$ cat src/rtl/instr_sequencer_pkg.sv
// Shared types and constants for the instruction sequencer: FSM states,
// control-word layout of the 8-bit CPU datapath, and ALU operation codes.
package instr_sequencer_pkg;

    localparam int WORD_W = 10;

    // Control-word field positions: {we, selA[1:0], selB[1:0], aluOp[1:0], imm, selR[1:0]}
    localparam int CW_WE       = 9;
    localparam int CW_SELA_HI  = 8;
    localparam int CW_SELA_LO  = 7;
    localparam int CW_SELB_HI  = 6;
    localparam int CW_SELB_LO  = 5;
    localparam int CW_ALUOP_HI = 4;
    localparam int CW_ALUOP_LO = 3;
    localparam int CW_IMM      = 2;
    localparam int CW_SELR_HI  = 1;
    localparam int CW_SELR_LO  = 0;

    typedef enum logic [1:0] {
        ALU_ADD = 2'd0,
        ALU_SUB = 2'd1,
        ALU_MUL = 2'd2,
        ALU_AND = 2'd3
    } alu_op_e;

    typedef enum logic [2:0] {
        IDLE      = 3'd0,
        FETCH     = 3'd1,
        ISSUE     = 3'd2,
        WAIT_STEP = 3'd3,
        DONE      = 3'd4
    } seq_state_e;

    // Assemble a control word from its fields.
    function automatic logic [WORD_W-1:0] make_cw(
        input logic       we,
        input logic [1:0] sel_a,
        input logic [1:0] sel_b,
        input alu_op_e    alu_op,
        input logic       imm,
        input logic [1:0] sel_r
    );
        return {we, sel_a, sel_b, alu_op, imm, sel_r};
    endfunction

endpackage

$ cat src/rtl/instr_sequencer_if.sv
// Issue handshake between the sequencer and the datapath control-word input.
interface instr_sequencer_if;
    import instr_sequencer_pkg::*;

    logic              issue_valid;
    logic              issue_ready;
    logic [WORD_W-1:0] issue_word;

    modport master (output issue_valid, output issue_word, input issue_ready);
    modport slave  (input issue_valid, input issue_word, output issue_ready);

endinterface

$ cat src/rtl/instr_sequencer_prog_ram.sv
// Program memory: one synchronous write port, one synchronous read port.
// The read register doubles as the issued control word, so it is the only
// part of the memory that is cleared by reset; the array keeps its contents.
module instr_sequencer_prog_ram
    import instr_sequencer_pkg::*;
#(
    parameter  int DEPTH = 16,
    localparam int AW    = $clog2(DEPTH)
) (
    input  logic              clk,
    input  logic              reset,
    input  logic              we_i,
    input  logic [AW-1:0]     waddr_i,
    input  logic [WORD_W-1:0] wdata_i,
    input  logic              re_i,
    input  logic [AW-1:0]     raddr_i,
    output logic [WORD_W-1:0] rdata_o
);

    logic [WORD_W-1:0] mem_q [DEPTH];
    logic [WORD_W-1:0] rdata_q;

    // Array write; suppressed while reset is held so reset overrides a load.
    always_ff @(posedge clk) begin
        if (reset && we_i) begin
            mem_q[waddr_i] <= wdata_i;
        end
    end

    // Registered read; holds its value between fetches.
    always_ff @(posedge clk) begin
        if (!reset) begin
            rdata_q <= '0;
        end else if (re_i) begin
            rdata_q <= mem_q[raddr_i];
        end
    end

    assign rdata_o = rdata_q;

endmodule

$ cat src/rtl/instr_sequencer.sv
// Instruction sequencer: walks a loadable program memory and hands one
// control word per valid/ready handshake to the datapath, in free-run or
// single-step mode.
module instr_sequencer
    import instr_sequencer_pkg::*;
#(
    parameter  int DEPTH = 16,
    localparam int AW    = $clog2(DEPTH)
) (
    input  logic              clk,
    input  logic              reset,
    input  logic              load_en,
    input  logic [AW-1:0]     load_addr,
    input  logic [WORD_W-1:0] load_data,
    input  logic [AW:0]       prog_len,
    input  logic              start,
    input  logic              abort,
    input  logic              step_mode,
    input  logic              step,
    instr_sequencer_if.master iss,
    output logic [AW:0]       pc,
    output logic              busy,
    output logic              done,
    output logic              load_err
);

    localparam logic [AW:0] LEN_MAX = (AW+1)'(DEPTH);
    localparam logic [AW:0] PC_ONE  = (AW+1)'(1);

    seq_state_e        state_q, state_d;
    logic [AW:0]       pc_q, pc_d;
    logic [AW:0]       len_q, len_d;
    logic              load_err_q, load_err_d;
    logic [AW:0]       pc_inc;
    logic [AW:0]       len_clip;
    logic              ram_we;
    logic              ram_re;
    logic [WORD_W-1:0] ram_rdata;

    assign pc_inc   = pc_q + PC_ONE;
    assign len_clip = (prog_len > LEN_MAX) ? LEN_MAX : prog_len;

    instr_sequencer_prog_ram #(
        .DEPTH (DEPTH)
    ) u_prog_ram (
        .clk     (clk),
        .reset   (reset),
        .we_i    (ram_we),
        .waddr_i (load_addr),
        .wdata_i (load_data),
        .re_i    (ram_re),
        .raddr_i (pc_q[AW-1:0]),
        .rdata_o (ram_rdata)
    );

    // Next-state, program counter, length latch and memory strobes.
    always_comb begin
        state_d    = state_q;
        pc_d       = pc_q;
        len_d      = len_q;
        ram_we     = 1'b0;
        ram_re     = 1'b0;
        load_err_d = load_en && (state_q != IDLE);

        unique case (state_q)
            IDLE: begin
                // Write lands at this edge, ahead of the first fetch read.
                ram_we = load_en;
                if (start) begin
                    pc_d    = '0;
                    len_d   = len_clip;
                    state_d = (len_clip == '0) ? DONE : FETCH;
                end
            end
            FETCH: begin
                ram_re  = 1'b1;
                state_d = ISSUE;
            end
            ISSUE: begin
                if (iss.issue_ready) begin
                    pc_d = pc_inc;
                    if (pc_inc == len_q) begin
                        state_d = DONE;
                    end else if (step_mode) begin
                        state_d = WAIT_STEP;
                    end else begin
                        state_d = FETCH;
                    end
                end
            end
            WAIT_STEP: begin
                if (step) begin
                    state_d = FETCH;
                end
            end
            DONE: begin
                state_d = IDLE;
            end
            default: begin
                state_d = IDLE;
            end
        endcase

        // Abort wins over an accepting handshake: the word is not counted.
        if (abort && (state_q != IDLE)) begin
            state_d = IDLE;
            pc_d    = pc_q;
            ram_re  = 1'b0;
        end
    end

    // Control state registers with synchronous active-low reset.
    always_ff @(posedge clk) begin
        if (!reset) begin
            state_q    <= IDLE;
            pc_q       <= '0;
            len_q      <= '0;
            load_err_q <= 1'b0;
        end else begin
            state_q    <= state_d;
            pc_q       <= pc_d;
            len_q      <= len_d;
            load_err_q <= load_err_d;
        end
    end

    assign iss.issue_valid = (state_q == ISSUE);
    assign iss.issue_word  = ram_rdata;
    assign pc              = pc_q;
    assign busy            = (state_q != IDLE);
    assign done            = (state_q == DONE);
    assign load_err        = load_err_q;

endmodule

$ cat src/flat_wrapper.sv
// flat-port wrapper written by rule: the top's interface ports become plain ports
module instr_sequencer_flat import instr_sequencer_pkg::*;
#(
    parameter  int DEPTH = 16,
    localparam int AW    = $clog2(DEPTH)
)
  (clk, reset, load_en, load_addr, load_data, prog_len, start, abort, step_mode, step, pc, busy, done, load_err, iss_issue_valid, iss_issue_word, iss_issue_ready);
  instr_sequencer_if iss_i ();
  input  logic clk;
  input  logic reset;
  input  logic load_en;
  input  logic [AW-1:0] load_addr;
  input  logic [WORD_W-1:0] load_data;
  input  logic [AW:0] prog_len;
  input  logic start;
  input  logic abort;
  input  logic step_mode;
  input  logic step;
  output logic [AW:0] pc;
  output logic busy;
  output logic done;
  output logic load_err;
  output wire logic [$bits(iss_i.issue_valid)-1:0] iss_issue_valid;
  output wire logic [$bits(iss_i.issue_word)-1:0] iss_issue_word;
  input wire logic [$bits(iss_i.issue_ready)-1:0] iss_issue_ready;
  assign iss_issue_valid = iss_i.issue_valid;
  assign iss_issue_word = iss_i.issue_word;
  assign iss_i.issue_ready = iss_issue_ready;
  instr_sequencer #(.DEPTH(DEPTH)) u_core (.clk(clk), .reset(reset), .load_en(load_en), .load_addr(load_addr), .load_data(load_data), .prog_len(prog_len), .start(start), .abort(abort), .step_mode(step_mode), .step(step), .iss(iss_i), .pc(pc), .busy(busy), .done(done), .load_err(load_err));
endmodule
$ cat config.mk
export PLATFORM = sky130hd
export DESIGN_NAME = instr_sequencer_flat
export DESIGN_NICKNAME = d
export VERILOG_FILES = /design/src/rtl/instr_sequencer_pkg.sv /design/src/rtl/instr_sequencer_if.sv /design/src/rtl/instr_sequencer_prog_ram.sv /design/src/rtl/instr_sequencer.sv /design/src/flat_wrapper.sv
export SDC_FILE = /design/constraint.sdc
export NUM_CORES = 1
export LEC_CHECK = 0
export ABC_AREA = 1
export ABC_CLOCK_PERIOD_IN_PS = 1800
export BUFFER_PORTS_ARGS = -buffer_cell sky130_fd_sc_hd__buf_2
export CORE_ASPECT_RATIO = 0.7
export CORE_MARGIN = 1
export CORE_UTILIZATION = 30
export DETAILED_ROUTE_END_ITERATION = 6
export HOLD_SLACK_MARGIN = 0.06
export PLACE_DENSITY = 0.59
export SYNTH_ARGS = -nofsm -noshare
export SYNTH_HDL_FRONTEND = slang
export SYNTH_HIERARCHICAL = 1
export SYNTH_SLANG_ARGS = --single-unit
export TNS_END_PERCENT = 30
$ cat constraint.sdc
create_clock -name clk -period 1.8 [get_ports clk]
set_input_delay 0.54 -clock clk [delete_from_list [all_inputs] [get_ports clk]]
set_output_delay 0.54 -clock clk [all_outputs]
set_load 0.05 [all_outputs]
==> results of run 1 <==
==> state kept, by name, indices dropped and copies added, names as in the netlist <==
signal	flops
u_core/state_q	3
u_core/u_prog_ram/rdata_o	10
u_core/pc	5
u_core/load_err	1
u_core/len_q	5
u_core/u_prog_ram/mem_q	160
==> per-layer routing <==
layer / vias up / global-route usage (%) / share of wire (%)
li1: 2649 / - / -
met1: 2590 / 23.2 / 51
met2: 164 / 20.6 / 42
met3: 11 / 3.89 / 7.2
met4: 0 / 3.69 / 0.59
met5: - / 0 / 0
==> what timing repair did <==
item / in CTS / in global routing
gates resized for setup: 22 / 14
endpoints found under the setup margin: 4 / 125
setup buffers: 4 / 1
pin swaps: 2 / 1
==> placed cells by master, fill, tap and decap left out <==
cell type	netlist	final
a211oi_1	3	3
a21oi_1	9	9
a22oi_1	3	3
buf_12	0	6
buf_2	9	41
buf_4	7	39
buf_6	9	8
buf_8	0	2
clkbuf_1	4	1
clkbuf_16	0	22
clkinv_1	3	3
clkinv_2	0	2
clkinv_4	0	5
dfxtp_1	24	18
dfxtp_2	0	6
edfxtp_1	160	160
ha_4	0	1
inv_1	30	27
inv_2	4	4
inv_4	0	3
inv_6	0	2
inv_8	1	1
nand2_1	244	243
nand2_2	1	2
nand3_1	139	136
nand3_2	1	3
nand3_4	0	1
nand3b_1	1	1
nand4_1	2	2
nor2_1	55	52
nor2_2	1	4
nor3_1	5	4
nor3_4	1	2
o21ai_1	4	4
o22ai_1	1	1
o22ai_2	1	1
==> cell usage after synthesis, drive strengths merged <==
cell type  instances
clkinv             3
nand3            140
nor2              56
nand2            245
a22oi              3
a211oi             3
buf               28
dfxtp             24
ha                 1
nor3               6
o22ai              2
inv               35
nand3b             1
clkbuf             5
o21ai              4
a21oi              9
edfxtp           160
nand4              2
==> layout make-up <==
cell class / instances / share of cell area (%)
well taps: 325 / 4.36
inverters: 38 / 1.69
repair buffers: 96 / 7.92
clock inverters: 9 / 0.765
clock buffers: 23 / 5.95
flip-flops and latches: 184 / 56.8
multi-input cells: 472 / 22.5
==> where the power goes <==
| group | switching, uW | internal [uW] | total, uW | leakage, uW |
|---|---|---|---|---|
| Combinational | 2790 | 1310 | 4100 | 0.00162 |
| Clock | 1620 | 2200 | 3820 | 0.000310 |
| Sequential | 132 | 4810 | 4940 | 0.00164 |
| Total | 4540 | 8320 | 12900 | 0.00357 |
==> through the flow <==
step	util [%]	setup TNS [ps]	power (uW)	setup WS, ps
floorplan	-	-27540	7750	-190
global placement	34.3	-1560	8890	-43.7
detailed placement	34.3	-988	8900	-35.1
CTS	37.1	-148	12900	-61.5
global route	37.4	-256	13500	-97.0
finish	37.4	-82.8	12900	-34.5
==> critical path, cell delays in order, from the launching register on <==
cell	delay, ps
dfxtp_2	340
nor3_4	200
inv_2	60
buf_6	120
buf_8	140
==> worst max path at each step <==
stage / endpoint / cells after the start
final: busy / 4
after global routing: busy / 4
after CTS: busy / 4
after detailed placement: u_core/u_prog_ram/mem_q[12][4] / 8
after global placement: u_core/u_prog_ram/mem_q[12][6] / 8
after floorplan: u_core/u_prog_ram/mem_q[10][0] / 7
==> logic make-up after synthesis <==
| family | synth area share, % |
|---|---|
| adder cells (fa/ha/maj) | 0.162 |
| AO/OA/AOI/OAI | 1.67 |
| buffers and inverters | 4.93 |
| flip-flops | 68.6 |
| AND/OR/NAND/NOR | 24.7 |
==> flow_summary.yaml, run 1 <==
outcome:
  status: "finished with violations"
  violations: "negative setup slack"
synthesis:
  synth.avg_cell_area_um2: 10.6
  syn-num-nets: 755
  yosys.area.top_type: "edfxtp_1"
  yosys-top-cells-area: "edfxtp_1 62%, nand2_1 12%, nand3_1 9.0%"
  synth_seq_cells: 184
  synth_cells: 727
  netlist.area_leader.share_pct: 62.3
  synth_cell_types: 29
  yosysSeqAreaShare_pct: 68.6
  syn_area_um2: 7710
  ys_warn_count: 6
cts:
  cts_buffers: 17
  clkTransAtPathRegs_ps: 80
  clockRootBuffer: "clkbuf_16"
  postCtsHoldBufs: 0
  clk_latency_ps: 450
  clock-sinks: 184
  h-tree-depth: 4
  clock_path_buffers: 2
  tritoncts: "done"
routing:
  antenna_left: 0
  viasPerCell: 4.72
  wl_um: 19300
  vias: 5414
  drc_errors: 0
  drtIter0Drc: 449
  wire_per_inst_um: 16.9
  drtPass1Iterations: 5
final_layout:
  area_growth_pct: 20.9
  design_area_um2: 9320
  layout.nets: 837
  seqCellArea_um2: 5290
  num-fill-cells: 2425
  fin_cells: 1147
  drive_gt1_share_pct: 18.9
  multi_input_area_um2: 2100
  n_antenna_cell: 0
grt:
  globalRouteTotalUtil_pct: 15.1
  first_global_vias: 4942
  grt-ovfl-total: 0
  grt_pass1_wl_um: 29100
  antenna_found_initial: 1
  grt_start_max_net_pins: 53
placement:
  portBuffers: 45
  place.detailed.hpwl_um: 13100
  post-place-cells: 1110
  dpl_cell_area_um2: 8540
  gp_congestion: 0.805
floorplan:
  initial_utilization_pct: 30.9
  std_cell_rows: 48
  core_area_um2: 24900
  die_w_um: 194
  dieArea_um2: 26400
  ioPinCount: 46
  die_y_um: 136
power:
  p_per_area_nw_per_um2: 1380
  p_leak_uw: 0.00357
  vdd_drop_max_mv: 0.696
worst_setup_path:
  worst-path-max-fanout: 2
  cp_data_arrival_time_ps: 1290
  critPathKind: "reg2out"
  reg2reg_slack_ps: 140
  startpoint: "u_core/state_q[2]"
  critical_path_required_ps: 1260
  worstSetupEndpointType: "primary output"
  r2r-start: "u_core/state_q[2]"
  timing.rr.end: "u_core/u_prog_ram/mem_q[2][7]"
  start_kind: "register"
  reg2reg_depth: 8
timing:
  fmax_ghz: 0.545
  worst_slew_pin_slew_ps: 467
  whs_ps: 338
  setup_slack_ps: -34.5
  finalMaxSlewViolations: 0
  post-route-period-util_pct: 102
  skew_ps: 28.6
  relSlewSlack_pct: 68.9
  hold_viol: 0
  period_minus_slack_ps: 1830
  setup_violations: 3
  rsz0062_at_grt: "true"
worst_hold_path:
  hold_depth: 3
  min_to: "u_core/len_q[2]"
  hold_class: "in2reg"
  min_from: "prog_len[2]"
job:
  drv_cap: 0
Note: power is estimated with default switching activity, not from simulation.
==> run 2: changes to the inputs <==
==> constraint.sdc (replaced) <==
create_clock -name clk -period 1.8 [get_ports clk]
set_input_delay 0.18 -clock clk [delete_from_list [all_inputs] [get_ports clk]]
set_output_delay 0.18 -clock clk [all_outputs]
set_load 0.05 [all_outputs]
==> run 2 against run 1 <==
The flow now finishes without violations. Clock skew shrank 22 ps. Final cell count about the same. Sequential share of layout area up 0.40 points. Routed wire length increased by 4.9%. Worst setup slack better by 91 ps. Critical path type is now reg2reg. Critical endpoint is now u_core/u_prog_ram/mem_q[7][9]. Highest routed layer unchanged.
==> flow_summary.yaml, run 2 (synthesized netlist as in run 1, its figures left out) <==
outcome:
  status: "finished, final reports clean"
power:
  vdd_drop_max_mv: 0.771
  p_leak_uw: 0.00353
  p_per_area_nw_per_um2: 1380
worst_setup_path:
  cp_data_arrival_time_ps: 1890
  reg2reg_depth: 8
  path_depth: 8
  reg2reg_slack_ps: 60
  slowest_stage: "dfxtp_1"
  startpoint: "u_core/state_q[2]"
  endpoint: "u_core/u_prog_ram/mem_q[7][9]"
  r2r-start: "u_core/state_q[2]"
  start_kind: "register"
  critPathKind: "reg2reg"
  cp_top_family: "simple AND/OR/NAND/NOR gates"
  critPathMaxStageDelay_ps: 340
  path_buf_inv: 3
  worst-path-max-fanout: 6
  worstSetupEndpointType: "register"
  crit_chain: "nor3_4, inv_2, nor2_1, nand2_1, inv_1, nand2_1, nor2_1, buf_4"
  critical_path_required_ps: 1950
  timing.rr.end: "u_core/u_prog_ram/mem_q[7][9]"
routing:
  antenna_left: 0
  drtIter0Drc: 572
  drc_errors: 0
  wl_um: 20300
  wire_per_inst_um: 17.7
  vias: 5503
  viasPerCell: 4.79
  drtPass1Iterations: 5
final_layout:
  n_antenna_cell: 0
  drive_gt1_share_pct: 17.6
  fin_util_pct: 37.1
  area_growth_pct: 20.0
  num-fill-cells: 2429
  design_area_um2: 9250
  layout.nets: 838
  regMostFlops: "u_core/u_prog_ram/mem_q"
  mostFrequentLayoutCells: "244 x nand2_1, 160 x edfxtp_1, 137 x nand3_1"
  final_common_cell: "nand2_1"
  largest_register_ff_count: 160
grt:
  grt-ovfl-total: 0
  antenna_found_initial: 0
  grt_start_max_net_pins: 64
  first_global_vias: 5166
  grt_pass1_wl_um: 30500
  globalRouteTotalUtil_pct: 15.8
floorplan:
  ioPinCount: 46
  dieArea_um2: 26400
  die_y_um: 136
  initial_utilization_pct: 30.9
  die_w_um: 194
  core_area_um2: 24900
  std_cell_rows: 48
job:
  drv_cap: 0
timing:
  finalMaxSlewViolations: 0
  fmax_ghz: 0.574
  hold_viol: 0
  setup_violations: 0
  skew_ps: 6.56
  worst_slew_pin_slew_ps: 422
  relSlewSlack_pct: 71.9
  rsz0062_at_grt: "true"
  post-route-period-util_pct: 96.9
  whs_ps: 77.9
  setup_slack_ps: 56.3
  period_minus_slack_ps: 1740
cts:
  clk_latency_ps: 430
  cts_buffers: 17
  clockRootBuffer: "clkbuf_16"
  clkTransAtPathRegs_ps: 70
  clock_path_buffers: 2
  tritoncts: "done"
  h-tree-depth: 4
  clock-sinks: 184
placement:
  gp_congestion: 0.863
  place.detailed.hpwl_um: 13400
  dpl_cell_area_um2: 8520
  dp_slack_ps: 59.8
  portBuffers: 45
worst_hold_path:
  hold_class: "in2reg"
==> run 2: layout make-up <==
| class | count | area (um^2) | area share [%] |
|---|---|---|---|
| Sequential cell | 184 | 5290 | 57.2 |
| Inverter | 38 | 153 | 1.65 |
| Tap cell | 325 | 407 | 4.40 |
| Timing Repair Buffer | 97 | 728 | 7.87 |
| Clock inverter | 14 | 140 | 1.51 |
| Multi-Input combinational cell | 472 | 2090 | 22.6 |
| Clock buffer | 18 | 439 | 4.75 |
==> run 2: per-layer routing <==
layer,global-route usage [%],part of all wire (%),wire (um)
met1,23.2,49,10000
met2,23.0,43,8690
met3,4.12,6.9,1400
met4,3.91,0.96,195
met5,0,0,0
==> run 2: worst min path at each step <==
stage	start	to	cells after the start	slack, ps
final	abort	u_core/state_q[2]	4	80
after CTS	abort	u_core/state_q[2]	4	60
after floorplan	load_data[0]	u_core/u_prog_ram/mem_q[0][0]	0	280
after detailed placement	prog_len[3]	u_core/len_q[3]	3	440
after global placement	prog_len[2]	u_core/len_q[2]	3	430
after global routing	iss_issue_ready	u_core/state_q[1]	4	90
==> run 2: report_power, final <==
part	switching [uW]	total, uW	leakage [uW]	internal [uW]
clock	1740	3720	0.000274	1980
sequential	147	4950	0.00164	4810
combinational	2860	4120	0.00162	1270
total	4740	12800	0.00353	8050
==> run 2: worst register-to-register path: stages (launching register included) <==
cell and delay, ps:
dfxtp_1 340, nor3_4 210, inv_2 50, nor2_1 80, nand2_1 70, inv_1 140
nand2_1 140, nor2_1 220, buf_4 210
==> run 2: through the flow <==
stage	TNS (ps)	total power [uW]	instances
6_report	0	12800	1148
5_1_grt	-1150	13400	1148
4_1_cts	0	12700	1146
3_5_place_dp	0	8940	1107
3_3_place_gp	0	8920	1107
2_1_floorplan	-19210	7750	727
==> run 2: timing repair <==
item | in CTS | in global routing
resized for setup | 1 | 6
gates cloned | 0 | 1
setup endpoints to repair | 1 | 91
buffers inserted | 0 | 1
hold buffers | 7 | 0
hold endpoints to repair | 9 | 0
==> run 3: changes to the inputs <==
--- a/config.mk
+++ b/config.mk
@@ -8,12 +8,14 @@
 export ABC_AREA = 1
 export ABC_CLOCK_PERIOD_IN_PS = 1800
 export BUFFER_PORTS_ARGS = -buffer_cell sky130_fd_sc_hd__buf_2
+export CELL_PAD_IN_SITES_DETAIL_PLACEMENT = 0
+export CELL_PAD_IN_SITES_GLOBAL_PLACEMENT = 1
 export CORE_ASPECT_RATIO = 0.7
-export CORE_MARGIN = 1
+export CORE_MARGIN = 1.5
 export CORE_UTILIZATION = 30
 export DETAILED_ROUTE_END_ITERATION = 6
 export HOLD_SLACK_MARGIN = 0.06
-export PLACE_DENSITY = 0.59
+export PLACE_DENSITY = 0.68
 export SYNTH_ARGS = -nofsm -noshare
 export SYNTH_HDL_FRONTEND = slang
 export SYNTH_HIERARCHICAL = 1
==> run 3 against run 2 <==
Non-clock buffer count is 5 higher. Sequential share of layout area is 0.77 points lower. Register-to-register slack better by 50 ps. Total power is 1.1% higher. Sequential cell count stayed put. Hold slack better by 10 ps. First-iteration DRC count is 17% lower. Critical path depth stayed put. Core utilization is 0.51 points higher. Highest routed layer unchanged. Clock power is 7.5% higher.
==> flow_summary.yaml, run 3 (synthesized netlist as in run 1, its figures left out) <==
grt:
  grt_pass1_wl_um: 31000
  antenna_found_initial: 0
  grt_start_max_net_pins: 44
  globalRouteTotalUtil_pct: 15.8
  grt-ovfl-total: 0
  first_global_vias: 5129
cts:
  tritoncts: "done"
  clkTransAtPathRegs_ps: 70
  h-tree-depth: 4
  clockRootBuffer: "clkbuf_16"
  clk_latency_ps: 430
  clock-sinks: 184
  cts_buffers: 17
  clock_path_buffers: 2
timing:
  hold_viol: 0
  fmax_ghz: 0.589
  rsz0062_at_grt: "true"
  tns_ps: 0
  whs_ps: 88.4
  finalMaxSlewViolations: 0
  period_minus_slack_ps: 1700
  worst_slew_pin_slew_ps: 437
  setup_violations: 0
  skew_ps: 10.3
  relSlewSlack_pct: 70.9
  post-route-period-util_pct: 94.3
final_layout:
  regMostFlops: "u_core/u_prog_ram/mem_q"
  design_area_um2: 9380
  fin_util_pct: 37.6
  area_growth_pct: 21.6
  n_antenna_cell: 0
  mostFrequentLayoutCells: "244 x nand2_1, 160 x edfxtp_1, 136 x nand3_1"
  largest_register_ff_count: 160
  drive_gt1_share_pct: 18.2
  layout.nets: 843
  final_common_cell: "nand2_1"
placement:
  place.detailed.hpwl_um: 13600
  dpl_cell_area_um2: 8630
  portBuffers: 45
  gp_congestion: 0.802
worst_setup_path:
  slowest_stage: "dfxtp_1"
  start_kind: "register"
  path_buf_inv: 3
  cp_data_arrival_time_ps: 1830
  cp_top_family: "simple AND/OR/NAND/NOR gates"
  critPathMaxStageDelay_ps: 330
  worst-path-max-fanout: 5
  critPathKind: "reg2reg"
  critical_path_required_ps: 1940
  crit_chain: "nor3_4, inv_2, nor2_1, nand2_1, inv_1, nand2_1, nor2_1, buf_4"
  worstSetupEndpointType: "register"
power:
  p_leak_uw: 0.00360
  vdd_drop_max_mv: 0.718
  power.total_uw: 12900
  p_per_area_nw_per_um2: 1380
floorplan:
  ioPinCount: 46
  initial_utilization_pct: 30.9
  std_cell_rows: 48
  core_area_um2: 24900
  die_y_um: 137
  die_w_um: 195
  dieArea_um2: 26700
job:
  drv_cap: 0
routing:
  drtIter0Drc: 473
  viasPerCell: 4.72
  vias: 5436
  wire_per_inst_um: 17.5
  drtPass1Iterations: 5
  wl_um: 20200
  drc_errors: 0
  antenna_left: 0
worst_hold_path:
  hold_class: "in2reg"
outcome:
  status: "finished, final reports clean"
-- run 3: final cells by class --
cell class / instances / area, um^2
Fill cell: 2411 / 15500
Sequential cell: 184 / 5290
Multi-Input combinational cell: 472 / 2110
Timing Repair Buffer: 102 / 787
Clock buffer: 18 / 429
Tap cell: 325 / 407
Clock inverter: 12 / 200
Inverter: 38 / 150
-- run 3: tightest hold or removal path: stages --
cell and delay [ps]:
buf_2 70, nor2_1 50, nor2_1 90, a21oi_1 70
-- run 3: worst paths after layout --
| path | slack, ps | endpoint | cells past startpoint | startpoint |
|---|---|---|---|---|
| min | 90 | u_core/state_q[1] | 4 | step |
| max | 100 | u_core/u_prog_ram/mem_q[7][2] | 8 | u_core/state_q[2] |
| min reg2reg | 500 | u_core/len_q[4] | 2 | u_core/len_q[4] |
| max reg2reg | 100 | u_core/u_prog_ram/mem_q[7][2] | 8 | u_core/state_q[2] |
-- run 3: metal layers --
layer	vias to the layer above	GRT usage [%]	part of all wire (%)
met5	-	0	0
met2	162	22.6	43
met3	11	4.16	6.7
li1	2660	-	-
met4	0	3.43	0.97
met1	2603	23.6	50
-- run 3: where the power goes --
group	internal [uW]	switching (uW)
registers	4810	154
clock network	2450	1550
logic	1250	2720
-- run 3: what timing repair did --
action                     CTS  global route
resized for setup            2            10
hold buffers                 6             0
setup buffers                0             0
hold endpoints to repair     6             0
setup endpoints to repair    1            93
-- run 3: stage by stage --
stage / cells / setup WS (ps)
6_report: 1151 / 102
5_1_grt: 1151 / -23.7
4_1_cts: 1151 / 14.8
3_5_place_dp: 1115 / 42.7
3_3_place_gp: 1115 / 49.8
2_1_floorplan: 727 / -153
